`src/rtl/fir_pkg.sv`:
```
// Shared constants for the FIR result path: result width, CSR word addresses
// and register bit positions.
package fir_pkg;

    localparam int FIR_RES_W = 18;

    localparam logic [3:0] ADDR_DATA   = 4'd0;
    localparam logic [3:0] ADDR_STATUS = 4'd1;
    localparam logic [3:0] ADDR_CTRL   = 4'd2;
    localparam logic [3:0] ADDR_THRESH = 4'd3;
    localparam logic [3:0] ADDR_CLEAR  = 4'd4;

    localparam int ST_EMPTY     = 0;
    localparam int ST_FULL      = 1;
    localparam int ST_OVF       = 2;
    localparam int ST_UDF       = 3;
    localparam int ST_IRQ       = 4;
    localparam int ST_COUNT_LSB = 8;

    localparam int CTRL_CAP_EN = 0;
    localparam int CTRL_IRQ_EN = 1;
    localparam int CTRL_FLUSH  = 2;

    localparam int CLR_OVF = 2;
    localparam int CLR_UDF = 3;

endpackage

```
`src/rtl/fir_sync_fifo.sv`:
```
// Single-clock FIFO with a combinational head output. A pop on empty is ignored;
// a push on full is accepted only when a pop frees a slot in the same cycle.
module fir_sync_fifo #(
    parameter int DATA_W = 18,
    parameter int DEPTH  = 16,
    localparam int PTR_W = $clog2(DEPTH)
) (
    input  logic              clk,
    input  logic              rst_n,
    input  logic              i_push,
    input  logic              i_pop,
    input  logic              i_flush,
    input  logic [DATA_W-1:0] i_din,
    output logic [DATA_W-1:0] o_dout,
    output logic [PTR_W:0]    o_count,
    output logic              o_full,
    output logic              o_empty
);

    localparam logic [PTR_W:0]   CNT_FULL = (PTR_W+1)'(DEPTH);
    localparam logic [PTR_W:0]   CNT_ONE  = (PTR_W+1)'(1);
    localparam logic [PTR_W-1:0] PTR_ONE  = PTR_W'(1);

    logic [DATA_W-1:0] r_mem [DEPTH];
    logic [PTR_W-1:0]  r_wr_ptr;
    logic [PTR_W-1:0]  r_rd_ptr;
    logic [PTR_W:0]    r_count;

    logic w_do_pop;
    logic w_do_push;

    assign o_full    = (r_count == CNT_FULL);
    assign o_empty   = (r_count == '0);
    assign o_count   = r_count;
    assign o_dout    = r_mem[r_rd_ptr];
    assign w_do_pop  = i_pop & ~o_empty;
    assign w_do_push = i_push & (~o_full | w_do_pop);

    always_ff @(posedge clk or negedge rst_n) begin
        if (!rst_n) begin
            r_wr_ptr <= '0;
            r_rd_ptr <= '0;
            r_count  <= '0;
        end else if (i_flush) begin
            r_wr_ptr <= '0;
            r_rd_ptr <= '0;
            r_count  <= '0;
        end else begin
            if (w_do_push) r_wr_ptr <= r_wr_ptr + PTR_ONE;
            if (w_do_pop)  r_rd_ptr <= r_rd_ptr + PTR_ONE;
            if (w_do_push && !w_do_pop)      r_count <= r_count + CNT_ONE;
            else if (!w_do_push && w_do_pop) r_count <= r_count - CNT_ONE;
        end
    end

    // Storage has no reset so it can map onto distributed/block RAM.
    always_ff @(posedge clk) begin
        if (w_do_push && !i_flush) r_mem[r_wr_ptr] <= i_din;
    end

endmodule

```
`src/rtl/fir_result_fifo.sv`:
```
// Captures FIR results into a FIFO and exposes them over an Avalon-MM style CSR
// window with status, sticky OVF/UDF flags and a level/overflow interrupt.
module fir_result_fifo
    import fir_pkg::*;
#(
    parameter int DATA_W = FIR_RES_W,
    parameter int DEPTH  = 16,
    localparam int PTR_W = $clog2(DEPTH)
) (
    input  logic              clk,
    input  logic              rst_n,
    input  logic              i_res_valid,
    input  logic [DATA_W-1:0] i_res_data,
    input  logic              i_chipselect,
    input  logic              i_write,
    input  logic              i_read,
    input  logic [3:0]        i_address,
    input  logic [31:0]       i_writedata,
    output logic [31:0]       o_readdata,
    output logic              o_irq
);

    logic              r_cap_en;
    logic              r_irq_en;
    logic [PTR_W:0]    r_thresh;
    logic              r_ovf;
    logic              r_udf;
    logic              r_irq;
    logic [31:0]       r_readdata;

    logic              w_rd;
    logic              w_wr;
    logic              w_pop;
    logic              w_flush;
    logic              w_push;
    logic              w_ovf_set;
    logic              w_udf_set;
    logic              w_clr_ovf;
    logic              w_clr_udf;
    logic              w_lvl_hit;
    logic [DATA_W-1:0] w_head;
    logic [PTR_W:0]    w_count;
    logic              w_full;
    logic              w_empty;
    logic [31:0]       w_status;
    logic [31:0]       w_rd_mux;

    assign w_rd    = i_chipselect & i_read;
    assign w_wr    = i_chipselect & i_write;
    assign w_pop   = w_rd & (i_address == ADDR_DATA);
    assign w_flush = w_wr & (i_address == ADDR_CTRL) & i_writedata[CTRL_FLUSH];
    assign w_push  = i_res_valid & r_cap_en & ~w_flush;

    // A full FIFO is never empty, so any DATA read in that cycle frees a slot.
    assign w_ovf_set = w_push & w_full & ~w_pop;
    assign w_udf_set = w_pop & w_empty;
    assign w_clr_ovf = w_wr & (i_address == ADDR_CLEAR) & i_writedata[CLR_OVF];
    assign w_clr_udf = w_wr & (i_address == ADDR_CLEAR) & i_writedata[CLR_UDF];
    assign w_lvl_hit = (r_thresh != '0) & (w_count >= r_thresh);

    fir_sync_fifo #(
        .DATA_W (DATA_W),
        .DEPTH  (DEPTH)
    ) u_fifo (
        .clk     (clk),
        .rst_n   (rst_n),
        .i_push  (w_push),
        .i_pop   (w_pop),
        .i_flush (w_flush),
        .i_din   (i_res_data),
        .o_dout  (w_head),
        .o_count (w_count),
        .o_full  (w_full),
        .o_empty (w_empty)
    );

    always_comb begin
        w_status                            = '0;
        w_status[ST_EMPTY]                  = w_empty;
        w_status[ST_FULL]                   = w_full;
        w_status[ST_OVF]                    = r_ovf;
        w_status[ST_UDF]                    = r_udf;
        w_status[ST_IRQ]                    = r_irq;
        w_status[ST_COUNT_LSB +: PTR_W + 1] = w_count;
    end

    always_comb begin
        w_rd_mux = '0;
        case (i_address)
            ADDR_DATA:   if (!w_empty) w_rd_mux[DATA_W-1:0] = w_head;
            ADDR_STATUS: w_rd_mux = w_status;
            ADDR_CTRL: begin
                w_rd_mux[CTRL_CAP_EN] = r_cap_en;
                w_rd_mux[CTRL_IRQ_EN] = r_irq_en;
            end
            ADDR_THRESH: w_rd_mux[PTR_W:0] = r_thresh;
            default:     w_rd_mux = '0;
        endcase
    end

    always_ff @(posedge clk or negedge rst_n) begin
        if (!rst_n) begin
            r_cap_en   <= 1'b0;
            r_irq_en   <= 1'b0;
            r_thresh   <= '0;
            r_ovf      <= 1'b0;
            r_udf      <= 1'b0;
            r_irq      <= 1'b0;
            r_readdata <= '0;
        end else begin
            if (w_wr && i_address == ADDR_CTRL) begin
                r_cap_en <= i_writedata[CTRL_CAP_EN];
                r_irq_en <= i_writedata[CTRL_IRQ_EN];
            end
            if (w_wr && i_address == ADDR_THRESH) r_thresh <= i_writedata[PTR_W:0];
            // Set has priority over a W1C clear in the same cycle.
            r_ovf <= w_ovf_set | (r_ovf & ~w_clr_ovf);
            r_udf <= w_udf_set | (r_udf & ~w_clr_udf);
            r_irq <= r_irq_en & (w_lvl_hit | r_ovf);
            if (w_rd) r_readdata <= w_rd_mux;
        end
    end

    assign o_readdata = r_readdata;
    assign o_irq      = r_irq;

endmodule

```
`config.mk`:
```
export PLATFORM = sky130hd
export DESIGN_NAME = fir_result_fifo
export DESIGN_NICKNAME = d
export VERILOG_FILES = /design/src/rtl/fir_pkg.sv /design/src/rtl/fir_sync_fifo.sv /design/src/rtl/fir_result_fifo.sv
export SDC_FILE = /design/constraint.sdc
export NUM_CORES = 1
export LEC_CHECK = 0
export BUFFER_PORTS_ARGS = -buffer_cell sky130_fd_sc_hd__buf_2
export CAP_MARGIN = 20
export CELL_PAD_IN_SITES_DETAIL_PLACEMENT = 1
export CELL_PAD_IN_SITES_GLOBAL_PLACEMENT = 1
export CORE_MARGIN = 3
export CORE_UTILIZATION = 35
export CTS_CLUSTER_SIZE = 8
export DETAILED_ROUTE_END_ITERATION = 8
export PLACE_DENSITY = 0.7
export SYNTH_ARGS = -nofsm -noshare
export SYNTH_HDL_FRONTEND = slang
export SYNTH_SLANG_ARGS = --single-unit
```
`constraint.sdc`:
```
create_clock -name clk -period 2.9 [get_ports clk]
set_input_delay 0.29 -clock clk [delete_from_list [all_inputs] [get_ports clk]]
set_output_delay 0.29 -clock clk [all_outputs]
set_load 0.01 [all_outputs]
```
==> impl_metrics.env, run 1 <==
export IMPL_status="finished, final reports clean"
export IMPL_tightest_slew_ns=0.968
export IMPL_clockBufferDepth=3
export IMPL_synth_edff_count=288
export IMPL_antenna_cells=0
export IMPL_synth_top_family_by_area="multiplexers"
export IMPL_dp_hpwl_microns=19100
export IMPL_hold_path_class="in -> reg"
export IMPL_nNetsFinal=899
export IMPL_core_area_sq_mm=0.0378
export IMPL_routed_wl_microns=31800
export IMPL_relSlewSlack_pct=35.3
export IMPL_place_area_sq_mm=0.0146
export IMPL_drcViolationCount=0
export IMPL_power_uw=13100
export IMPL_gp_congestion=0.780
export IMPL_clk_pin_slew_ns=0.06
export IMPL_cts_made_buffers=47
export IMPL_crit_end="u_fifo.o_count[4]$_DFFE_PN0P_"
export IMPL_drv_cap=0
export IMPL_reg2reg_depth=11
export IMPL_fin_area_sq_mm=0.0161
export IMPL_finalMaxSlewViolations=0
export IMPL_drt_iter0_markers=420
export IMPL_ios=93
export IMPL_grt_ovfl_total=0
export IMPL_port_buffers=51
export IMPL_grt_max_degree=48
export IMPL_rows=71
export IMPL_fmax_mhz=353
export IMPL_htree_levels=2
export IMPL_clock_sinks=329
export IMPL_hold_viol=0
export IMPL_synth_area_top_cells="edfxtp_1 (64%), mux4_2 (11%), dfrtp_1 (7.6%)"
export IMPL_viasPerCell=5.11
export IMPL_required_ns=3.37
export IMPL_synth_compound_area_share_pct=2.97
export IMPL_synth_top_cell_area_share_pct=64.5
export IMPL_critical_path_class="reg -> reg"
export IMPL_drt_pass1_iterations=4
export IMPL_yosys_area_share_simple_pct=3.94
export IMPL_fin_setup_tns_ns=0
export IMPL_avgSynthCellArea_sq_um=19.1
export IMPL_synth_xor_area_share_pct=0.522
export IMPL_reg2reg_slack_ns=0.07
export IMPL_yosys_warnings=0
export IMPL_leakage_uw=0.00549
export IMPL_synth_top_area_cell="edfxtp_1"
export IMPL_synthDistinctLibCells=51
export IMPL_synth_seq_cells=329
export IMPL_period_minus_slack_ns=2.83
export IMPL_synthArstFlopShare_pct=12.5
export IMPL_syn_inst=703
export IMPL_syn_area_sq_mm=0.0134
export IMPL_cp_end_kind="flop"
export IMPL_area_delta_synth_final_pct=19.9
export IMPL_hold_ws_ns=0.0406
export IMPL_rr_startpoint="u_fifo.o_count[3]$_DFFE_PN0P_"
export IMPL_dieWidth_microns=202
export IMPL_critPathMaxFanout=5
export IMPL_ir_drop_v=0.000446
export IMPL_cts_tree="yes"
export IMPL_num_vias=7017
export IMPL_root_buffer="clkbuf_16"
export IMPL_final_setup_viol_count=0
export IMPL_grt_pass1_wl_microns=47800
export IMPL_ys_flop_type="edfxtp_1"
export IMPL_cp_startpoint="u_fifo.o_count[3]$_DFFE_PN0P_"
export IMPL_grt_usage_pct=15.6
export IMPL_antenna_found_initial=0
export IMPL_drive_above_1_share_pct=30.4
export IMPL_fillerInstances=3625
export IMPL_start_util_pct=35.5
export IMPL_fin_cells=1373
export IMPL_wl_per_cell_microns=23.2
export IMPL_rr_endpoint="u_fifo.o_count[4]$_DFFE_PN0P_"
export IMPL_post_place_cells=1277
export IMPL_powerDensity_mw_per_mm2=816
export IMPL_die_area_sq_mm=0.0407
export IMPL_clock_skew_final_ns=0.0126
export IMPL_grt_pass1_vias=7633
export IMPL_fin_crit_sh_pct=97.6
export IMPL_synthMuxAreaShare_pct=16.2
export IMPL_postRouteAntennaNets=0
export IMPL_die_height_microns=202
export IMPL_worstPathArrival_ns=3.30
export IMPL_start_kind="flop"
export IMPL_yosysSeqAreaShare_pct=72.1
export IMPL_clk_latency_ns=0.55
export IMPL_synthAdderAreaFrac_pct=1.55
what timing repair did:
item | 4_1_cts | 5_1_grt
setup endpoints to repair | 1 | 1
buffers inserted | 0 | 3
pin swaps | 0 | 4
hold buffers | 5 | 0
resized for setup | 1 | 2
endpoints found under the hold margin | 30 | 0
area by class of cell:
cell class	count	area [sq um]	share of cell area (%)
multi-input combinational	322	3500	21.8
clock buffer	85	1340	8.33
sequential	329	9680	60.2
tap	511	639	3.98
inverter	17	63.8	0.397
timing repair buffer	106	793	4.93
clock inverter	3	58.8	0.366
worst min-delay path by stage:
stage                         startpoint                          to  slack, ns  cells past startpoint
after floorplan                    rst_n             o_irq$_DFF_PN0_     -0.006                      0
after global placement             rst_n  o_readdata[10]$_DFFE_PN0N_       0.36                      1
after detailed placement           rst_n   o_readdata[2]$_DFFE_PN0N_       0.37                      1
after CTS                 i_writedata[2]     r_thresh[2]$_DFFE_PN0P_       0.01                      3
after global routing      i_writedata[2]     r_thresh[2]$_DFFE_PN0P_       0.04                      3
final                     i_writedata[2]     r_thresh[2]$_DFFE_PN0P_       0.04                      3
cell families (layout without fill, tap and decap cells):
group	count (synthesis)	count (layout)
other	1	14
DFF	329	329
xor gates and xnor gates	8	8
buffers and inverters	65	211
adders and majority gates	16	16
AOI/OAI and AO/OA	63	63
and+or+nand+nor	106	106
muxes	115	115
routing by layer:
layer / track usage [%] / vias to the layer above / part of all wire (%)
met2: 26.4 / 197 / 49
met3: 2.69 / 41 / 5.1
met5: 0 / - / 0
met1: 20.7 / 3736 / 44
met4: 4.59 / 0 / 1.9
li1: - / 3043 / -
registers in the layout, indices dropped and copies added (netlist names):
register         flops
o_irq                1
r_ovf                1
u_fifo.o_count       5
u_fifo.r_rd_ptr      4
u_fifo.r_mem       288
r_thresh             5
r_udf                1
r_irq_en             1
o_readdata          18
u_fifo.r_wr_ptr      4
r_cap_en             1
layout by cell type, fill, tap and decap left out, types with 5 or more instances in the layout:
master and count:
clkbuf_1 37, mux4_2 64, conb_1 14, buf_4 41, mux2_2 19, and2_1 9
inv_1 16, ha_1 14, nor2_1 32, buf_12 9, and3_1 5, buf_2 51
clkbuf_16 48, mux2i_1 20, mux4_1 12, a21oi_1 18, dfrtp_1 36, dlygate4sd3_1 5
edfxtp_1 288, nand2_1 30, o21ai_0 22
synth_stat cells, types with 13 or more instances:
cell type	count
a21oi_1	20
buf_2	13
buf_4	19
dfrtp_1	41
edfxtp_1	288
ha_1	15
inv_1	17
mux2_2	19
mux2i_1	20
mux4_2	64
nand2_1	30
nor2_1	36
o21ai_0	22
power by group:
group / internal, uW / switching [uW] / leakage, uW / total (uW)
Sequential: 5400 / 236 / 0.00312 / 5630
Clock: 3110 / 1940 / 0.000661 / 5050
Combinational: 1230 / 1200 / 0.00171 / 2430
Total: 9740 / 3380 / 0.00549 / 13100
per-stage QoR:
step	setup slack, ns	util [%]
floorplan	-0.478	-
global route	-0.0273	42.6
detailed placement	-0.000164	38.7
global placement	0.00575	38.7
CTS	0.0344	42.5
finish	0.0695	42.6
worst max-delay path: stages (launching register included):
cell,delay (ns)
dfrtp_1,0.38
or4_4,0.56
o211ai_1,0.19
buf_4,0.16
ha_4,0.14
inv_2,0.06
fa_2,0.35
a21o_1,0.20
a21oi_2,0.14
xnor2_1,0.09
or3_1,0.33
a21oi_2,0.14
(Power assumes the default switching activity.)
==> run 2, diff against run 1 <==
--- a/config.mk
+++ b/config.mk
@@ -5,15 +5,17 @@
 export SDC_FILE = /design/constraint.sdc
 export NUM_CORES = 1
 export LEC_CHECK = 0
-export BUFFER_PORTS_ARGS = -buffer_cell sky130_fd_sc_hd__buf_2
 export CAP_MARGIN = 20
 export CELL_PAD_IN_SITES_DETAIL_PLACEMENT = 1
 export CELL_PAD_IN_SITES_GLOBAL_PLACEMENT = 1
+export CORE_ASPECT_RATIO = 0.9
 export CORE_MARGIN = 3
 export CORE_UTILIZATION = 35
+export CTS_CLUSTER_DIAMETER = 150
 export CTS_CLUSTER_SIZE = 8
 export DETAILED_ROUTE_END_ITERATION = 8
-export PLACE_DENSITY = 0.7
+export DONT_BUFFER_PORTS = 1
+export PLACE_DENSITY = 0.68
 export SYNTH_ARGS = -nofsm -noshare
 export SYNTH_HDL_FRONTEND = slang
 export SYNTH_SLANG_ARGS = --single-unit
==> run 2 against run 1 <==
  * Via count decreased by 1.8%
  * Worst hold slack got worse by 0.014 ns
  * Sequential share of layout area increased by 0.54 points
  * Setup slack got worse by 0.015 ns
  * Register-to-register slack about the same
  * Critical path depth decreased by 1
  * Die area about the same
  * Clock skew increased by 0.015 ns
  * Sequential cell count unchanged
  * Largest cell class unchanged
  * Final cell count decreased by 4.4%
  * Non-clock buffer count decreased by 31
  * Fmax decreased by 0.51%
==> impl_metrics.env, run 2 (synthesis gave the netlist of run 1 again) <==
export IMPL_drt_iter0_markers=569
export IMPL_grt_max_degree=42
export IMPL_postRouteAntennaNets=0
export IMPL_fin_cells=1312
export IMPL_fin_setup_tns_ns=0
export IMPL_fmax_mhz=351
export IMPL_rr_startpoint="u_fifo.o_count[0]$_DFFE_PN0P_"
export IMPL_htree_levels=2
export IMPL_ios=93
export IMPL_critPathMaxFanout=5
export IMPL_dp_hpwl_microns=18800
export IMPL_path_cells="or4_4, o211ai_1, ha_4, inv_4, fa_2, a21o_1, a21oi_2, xnor2_1, or3_1, a21oi_2"
export IMPL_utilization_pct=42.4
export IMPL_die_height_microns=192
export IMPL_fillerInstances=3599
export IMPL_die_area_sq_mm=0.0407
export IMPL_cpPeakStageDelay_ns=0.53
export IMPL_mostFrequentLayoutCell="edfxtp_1"
export IMPL_antenna_cells=0
export IMPL_reg2reg_slack_ns=0.05
export IMPL_period_minus_slack_ns=2.85
export IMPL_post_place_cells=1200
export IMPL_start_kind="flop"
export IMPL_drt_pass1_iterations=5
export IMPL_root_buffer="clkbuf_16"
export IMPL_place_area_sq_mm=0.0143
export IMPL_grt_usage_pct=15.7
export IMPL_finalMaxSlewViolations=0
export IMPL_clock_sinks=329
export IMPL_dieWidth_microns=212
export IMPL_hold_viol=0
export IMPL_num_vias=6894
export IMPL_fin_crit_sh_pct=98.1
export IMPL_cp_buffers_inverters=1
export IMPL_required_ns=3.37
export IMPL_viasPerCell=5.25
export IMPL_drv_cap=0
export IMPL_cpMaxStageDelayCell="or4_4"
export IMPL_critical_path_class="reg -> reg"
export IMPL_gp_congestion=0.738
export IMPL_clock_skew_final_ns=0.0278
export IMPL_wl_per_cell_microns=24.2
export IMPL_leakage_uw=0.00534
export IMPL_grt_ovfl_total=0
export IMPL_powerDensity_mw_per_mm2=818
export IMPL_ir_drop_v=0.000459
export IMPL_fin_area_sq_mm=0.0159
export IMPL_hold_path_end="o_readdata[2]$_DFFE_PN0N_"
export IMPL_grt_pass1_wl_microns=47000
export IMPL_hold_ws_ns=0.0264
export IMPL_antenna_found_initial=1
export IMPL_port_buffers=0
export IMPL_final_setup_viol_count=0
export IMPL_worst_path_most_repeated_cell="a21oi_2"
export IMPL_clk_pin_slew_ns=0.06
export IMPL_cts_made_buffers=47
export IMPL_mostFrequentLayoutCells="edfxtp_1 (288), mux4_2 (64), clkbuf_16 (48)"
export IMPL_cts_tree="yes"
export IMPL_start_util_pct=35.7
export IMPL_status="finished, final reports clean"
export IMPL_relSlewSlack_pct=31.5
export IMPL_worstPathArrival_ns=3.32
export IMPL_regMostFlops="u_fifo.r_mem"
export IMPL_hp_start="i_address[1]"
export IMPL_drive_above_1_share_pct=25.3
export IMPL_tightest_slew_ns=1.02
export IMPL_min_delay_path_depth=4
export IMPL_rr_endpoint="u_fifo.o_count[4]$_DFFE_PN0P_"
export IMPL_cp_end_kind="flop"
export IMPL_drcViolationCount=0
export IMPL_routed_wl_microns=31700
export IMPL_reg2reg_depth=10
export IMPL_clockBufferDepth=3
export IMPL_rsz0062_at_grt="true"
export IMPL_cts_setup_buffers=0
export IMPL_largest_reg_flops=288
export IMPL_clk_latency_ns=0.56
export IMPL_hold_path_class="in -> reg"
export IMPL_rows=67
export IMPL_core_area_sq_mm=0.0376
export IMPL_grt_pass1_vias=7318
export IMPL_crit_family="simple AND/OR/NAND/NOR gates"
export IMPL_area_delta_synth_final_pct=18.8
export IMPL_nNetsFinal=868
run 2: power by group:
part | switching [uW] | leakage, uW | internal [uW]
registers | 301 | 0.00312 | 5400
clock network | 1960 | 0.000655 | 3090
logic | 1080 | 0.00156 | 1200
total | 3340 | 0.00534 | 9690
run 2: metrics by stage:
stage	total power [uW]	setup slack, ns
floorplan	7370	-0.478
global placement	7920	0.0839
detailed placement	7990	0.0717
CTS	13200	0.0413
global route	13700	-0.0371
finish	13000	0.0549
run 2: layout make-up:
cell class / count / area [sq um] / share of cell area [%]
sequential: 329 / 9680 / 60.8
multi-input combinational: 322 / 3490 / 21.9
clock buffer: 83 / 1330 / 8.36
timing repair buffer: 75 / 708 / 4.44
tap: 483 / 604 / 3.79
inverter: 17 / 66.3 / 0.416
clock inverter: 3 / 55.1 / 0.345
run 2: worst max-delay path by stage:
| stage | from | end | slack (ns) | depth (start not counted) |
|---|---|---|---|---|
| after floorplan | i_address[2] | u_fifo.r_mem[0][0]$_DFFE_PP_ | -0.48 | 4 |
| after global placement | u_fifo.o_count[0]$_DFFE_PN0P_ | u_fifo.o_count[4]$_DFFE_PN0P_ | 0.08 | 10 |
| after detailed placement | u_fifo.o_count[0]$_DFFE_PN0P_ | u_fifo.o_count[4]$_DFFE_PN0P_ | 0.07 | 10 |
| after CTS | u_fifo.o_count[0]$_DFFE_PN0P_ | u_fifo.o_count[4]$_DFFE_PN0P_ | 0.04 | 10 |
| after global routing | u_fifo.o_count[0]$_DFFE_PN0P_ | u_fifo.o_count[4]$_DFFE_PN0P_ | -0.04 | 10 |
| final | u_fifo.o_count[0]$_DFFE_PN0P_ | u_fifo.o_count[4]$_DFFE_PN0P_ | 0.05 | 10 |
run 2: worst min-delay path, stage by stage:
cell and delay, ns:
mux2i_1 0.05, nor2_1 0.08, a21oi_1 0.04, o21ai_0 0.06
run 2: metal layers:
metal / vias to the layer above / wire [microns] / track usage, %
li1: 2984 / - / -
met1: 3682 / 14500 / 22.0
met2: 182 / 15000 / 25.4
met3: 44 / 1740 / 3.20
met4: 2 / 484 / 3.61
met5: - / 13 / 0
run 2: timing repair:
| item | in CTS | in global routing |
|---|---|---|
| hold buffers | 26 | 0 |
| endpoints found under the hold margin | 340 | 0 |
| gates resized for setup | 0 | 2 |
| setup endpoints to repair | 0 | 1 |
==> run 3, diff against run 2 <==
--- a/config.mk
+++ b/config.mk
@@ -7,7 +7,7 @@
 export LEC_CHECK = 0
 export CAP_MARGIN = 20
 export CELL_PAD_IN_SITES_DETAIL_PLACEMENT = 1
-export CELL_PAD_IN_SITES_GLOBAL_PLACEMENT = 1
+export CELL_PAD_IN_SITES_GLOBAL_PLACEMENT = 2
 export CORE_ASPECT_RATIO = 0.9
 export CORE_MARGIN = 3
 export CORE_UTILIZATION = 35
@@ -15,7 +15,7 @@
 export CTS_CLUSTER_SIZE = 8
 export DETAILED_ROUTE_END_ITERATION = 8
 export DONT_BUFFER_PORTS = 1
-export PLACE_DENSITY = 0.68
+export PLACE_DENSITY = 0.73
 export SYNTH_ARGS = -nofsm -noshare
 export SYNTH_HDL_FRONTEND = slang
 export SYNTH_SLANG_ARGS = --single-unit
==> run 3 against run 2 <==
  * Die area unchanged
  * Clock power about the same
  * Non-clock buffer count down 1
  * Critical path type unchanged
  * Critical endpoint unchanged
  * Highest routed layer is now met4
==> impl_metrics.env, run 3 (synthesis gave the netlist of run 1 again) <==
export IMPL_hold_viol=0
export IMPL_start_util_pct=35.7
export IMPL_drv_cap=0
export IMPL_cp_end_kind="flop"
export IMPL_final_setup_viol_count=0
export IMPL_gp_congestion=0.767
export IMPL_clock_sinks=329
export IMPL_dieWidth_microns=212
export IMPL_antenna_found_initial=3
export IMPL_die_area_sq_mm=0.0407
export IMPL_regMostFlops="u_fifo.r_mem"
export IMPL_powerDensity_mw_per_mm2=816
export IMPL_clockBufferDepth=3
export IMPL_drt_pass1_iterations=4
export IMPL_clk_pin_slew_ns=0.05
export IMPL_fillerInstances=3609
export IMPL_grt_pass1_vias=7382
export IMPL_dp_hpwl_microns=18700
export IMPL_fin_crit_sh_pct=95.2
export IMPL_critPathMaxFanout=5
export IMPL_postLayoutSetupSlackWorst_ns=0.139
export IMPL_grtUsageMet3_pct=3.25
export IMPL_grt_ovfl_total=0
export IMPL_tightest_slew_ns=0.878
export IMPL_worstPathArrival_ns=3.24
export IMPL_area_delta_synth_final_pct=19.1
export IMPL_hold_path_class="in -> reg"
export IMPL_period_minus_slack_ns=2.76
export IMPL_largest_reg_flops=288
export IMPL_cts_tree="yes"
export IMPL_grt_use_met1_pct=21.1
export IMPL_num_vias=6845
export IMPL_mostFrequentLayoutCell="edfxtp_1"
export IMPL_fin_setup_tns_ns=0
export IMPL_postRouteAntennaNets=0
export IMPL_routed_wl_microns=31500
export IMPL_ir_drop_v=0.000481
export IMPL_cts_made_buffers=47
export IMPL_finalMaxSlewViolations=0
export IMPL_ios=93
export IMPL_rows=67
export IMPL_start_kind="flop"
export IMPL_grt_max_degree=42
export IMPL_hold_ws_ns=0.0358
export IMPL_relSlewSlack_pct=40.6
export IMPL_grt_usage_pct=15.6
export IMPL_utilization_pct=42.5
export IMPL_busiest_layer="met2"
export IMPL_viasPerCell=5.21
export IMPL_drcViolationCount=0
export IMPL_grt_pass1_wl_microns=47200
export IMPL_power_uw=13000
export IMPL_met2_usage_pct=25.7
export IMPL_required_ns=3.37
export IMPL_pre_cts_ws_ns=0.0247
export IMPL_die_height_microns=192
export IMPL_clock_skew_final_ns=0.0240
export IMPL_mostFrequentLayoutCells="edfxtp_1 (288), mux4_2 (64), clkbuf_16 (47)"
export IMPL_root_buffer="clkbuf_16"
export IMPL_clk_latency_ns=0.55
export IMPL_port_buffers=0
export IMPL_drt_iter0_markers=488
export IMPL_nNetsFinal=867
export IMPL_core_area_sq_mm=0.0376
export IMPL_status="finished, final reports clean"
export IMPL_fmax_mhz=362
export IMPL_critical_path_class="reg -> reg"
export IMPL_htree_levels=2
export IMPL_leakage_uw=0.00534
export IMPL_wl_per_cell_microns=23.9
export IMPL_drive_above_1_share_pct=25.3
## run 3: cell types whose count changed in the layout (fill, tap and decap cells not counted), sizes merged
cell	change
clkinv	-1
inv	+2
buf	-1
diode	+3
## run 3: path summary, 6_finish.rpt
path	to	slack (ns)	start	cells past startpoint
max in group asynchronous	u_fifo.r_rd_ptr[0]$_DFFE_PN0P_	2.38	rst_n	2
worst min register to register	r_udf$_DFF_PN0_	0.51	r_udf$_DFF_PN0_	1
worst max register to register	u_fifo.o_count[4]$_DFFE_PN0P_	0.14	u_fifo.o_count[0]$_DFFE_PN0P_	11
min in group asynchronous	o_readdata[16]$_DFFE_PN0N_	0.27	rst_n	2
worst min-delay path	o_readdata[2]$_DFFE_PN0N_	0.04	i_address[1]	4
worst max-delay path	u_fifo.o_count[4]$_DFFE_PN0P_	0.14	u_fifo.o_count[0]$_DFFE_PN0P_	11
## run 3: worst max-delay path: stages, from the launching register on
cell,delay [ns]
dfrtp_2,0.39
or4_4,0.52
o211ai_1,0.17
buf_4,0.16
ha_4,0.14
inv_2,0.07
fa_2,0.36
a21o_1,0.20
a21oi_2,0.14
xnor2_1,0.08
or3_1,0.31
a21oi_1,0.14
## run 3: timing repair
item,4_1_cts,5_1_grt
hold endpoints to repair,340,0
endpoints found under the setup margin,0,1
resized for setup,0,2
setup buffers,0,2
hold buffers,26,0
## run 3: area by class of cell
class / instances / area, sq um / area share (%)
clock buffers: 83 / 1310 / 8.21
repair buffers: 74 / 733 / 4.59
clock inverters: 4 / 78.8 / 0.493
well taps: 483 / 604 / 3.78
inverters: 17 / 63.8 / 0.399
multi-input cells: 322 / 3490 / 21.9
diodes: 3 / 7.51 / 0.0470
flip-flops and latches: 329 / 9680 / 60.6
## run 3: metal layers
layer	share of wire (%)	up-vias
met5	0	-
met4	2.1	0
met3	4.9	54
met2	49	169
met1	44	3637
li1	-	2985
## run 3: power breakdown
part / switching [uW] / internal, uW / leakage (uW)
logic: 1140 / 1190 / 0.00156
registers: 246 / 5400 / 0.00312
clock network: 1990 / 3070 / 0.000657
total: 3370 / 9660 / 0.00534
## run 3: per-stage QoR
stage                     cells  instance area (sq um)
after global placement     1196                  14300
after detailed placement   1196                  14300
final                      1315                  16000
after CTS                  1309                  15900
after global routing       1314                  16000
after floorplan             716                  13500
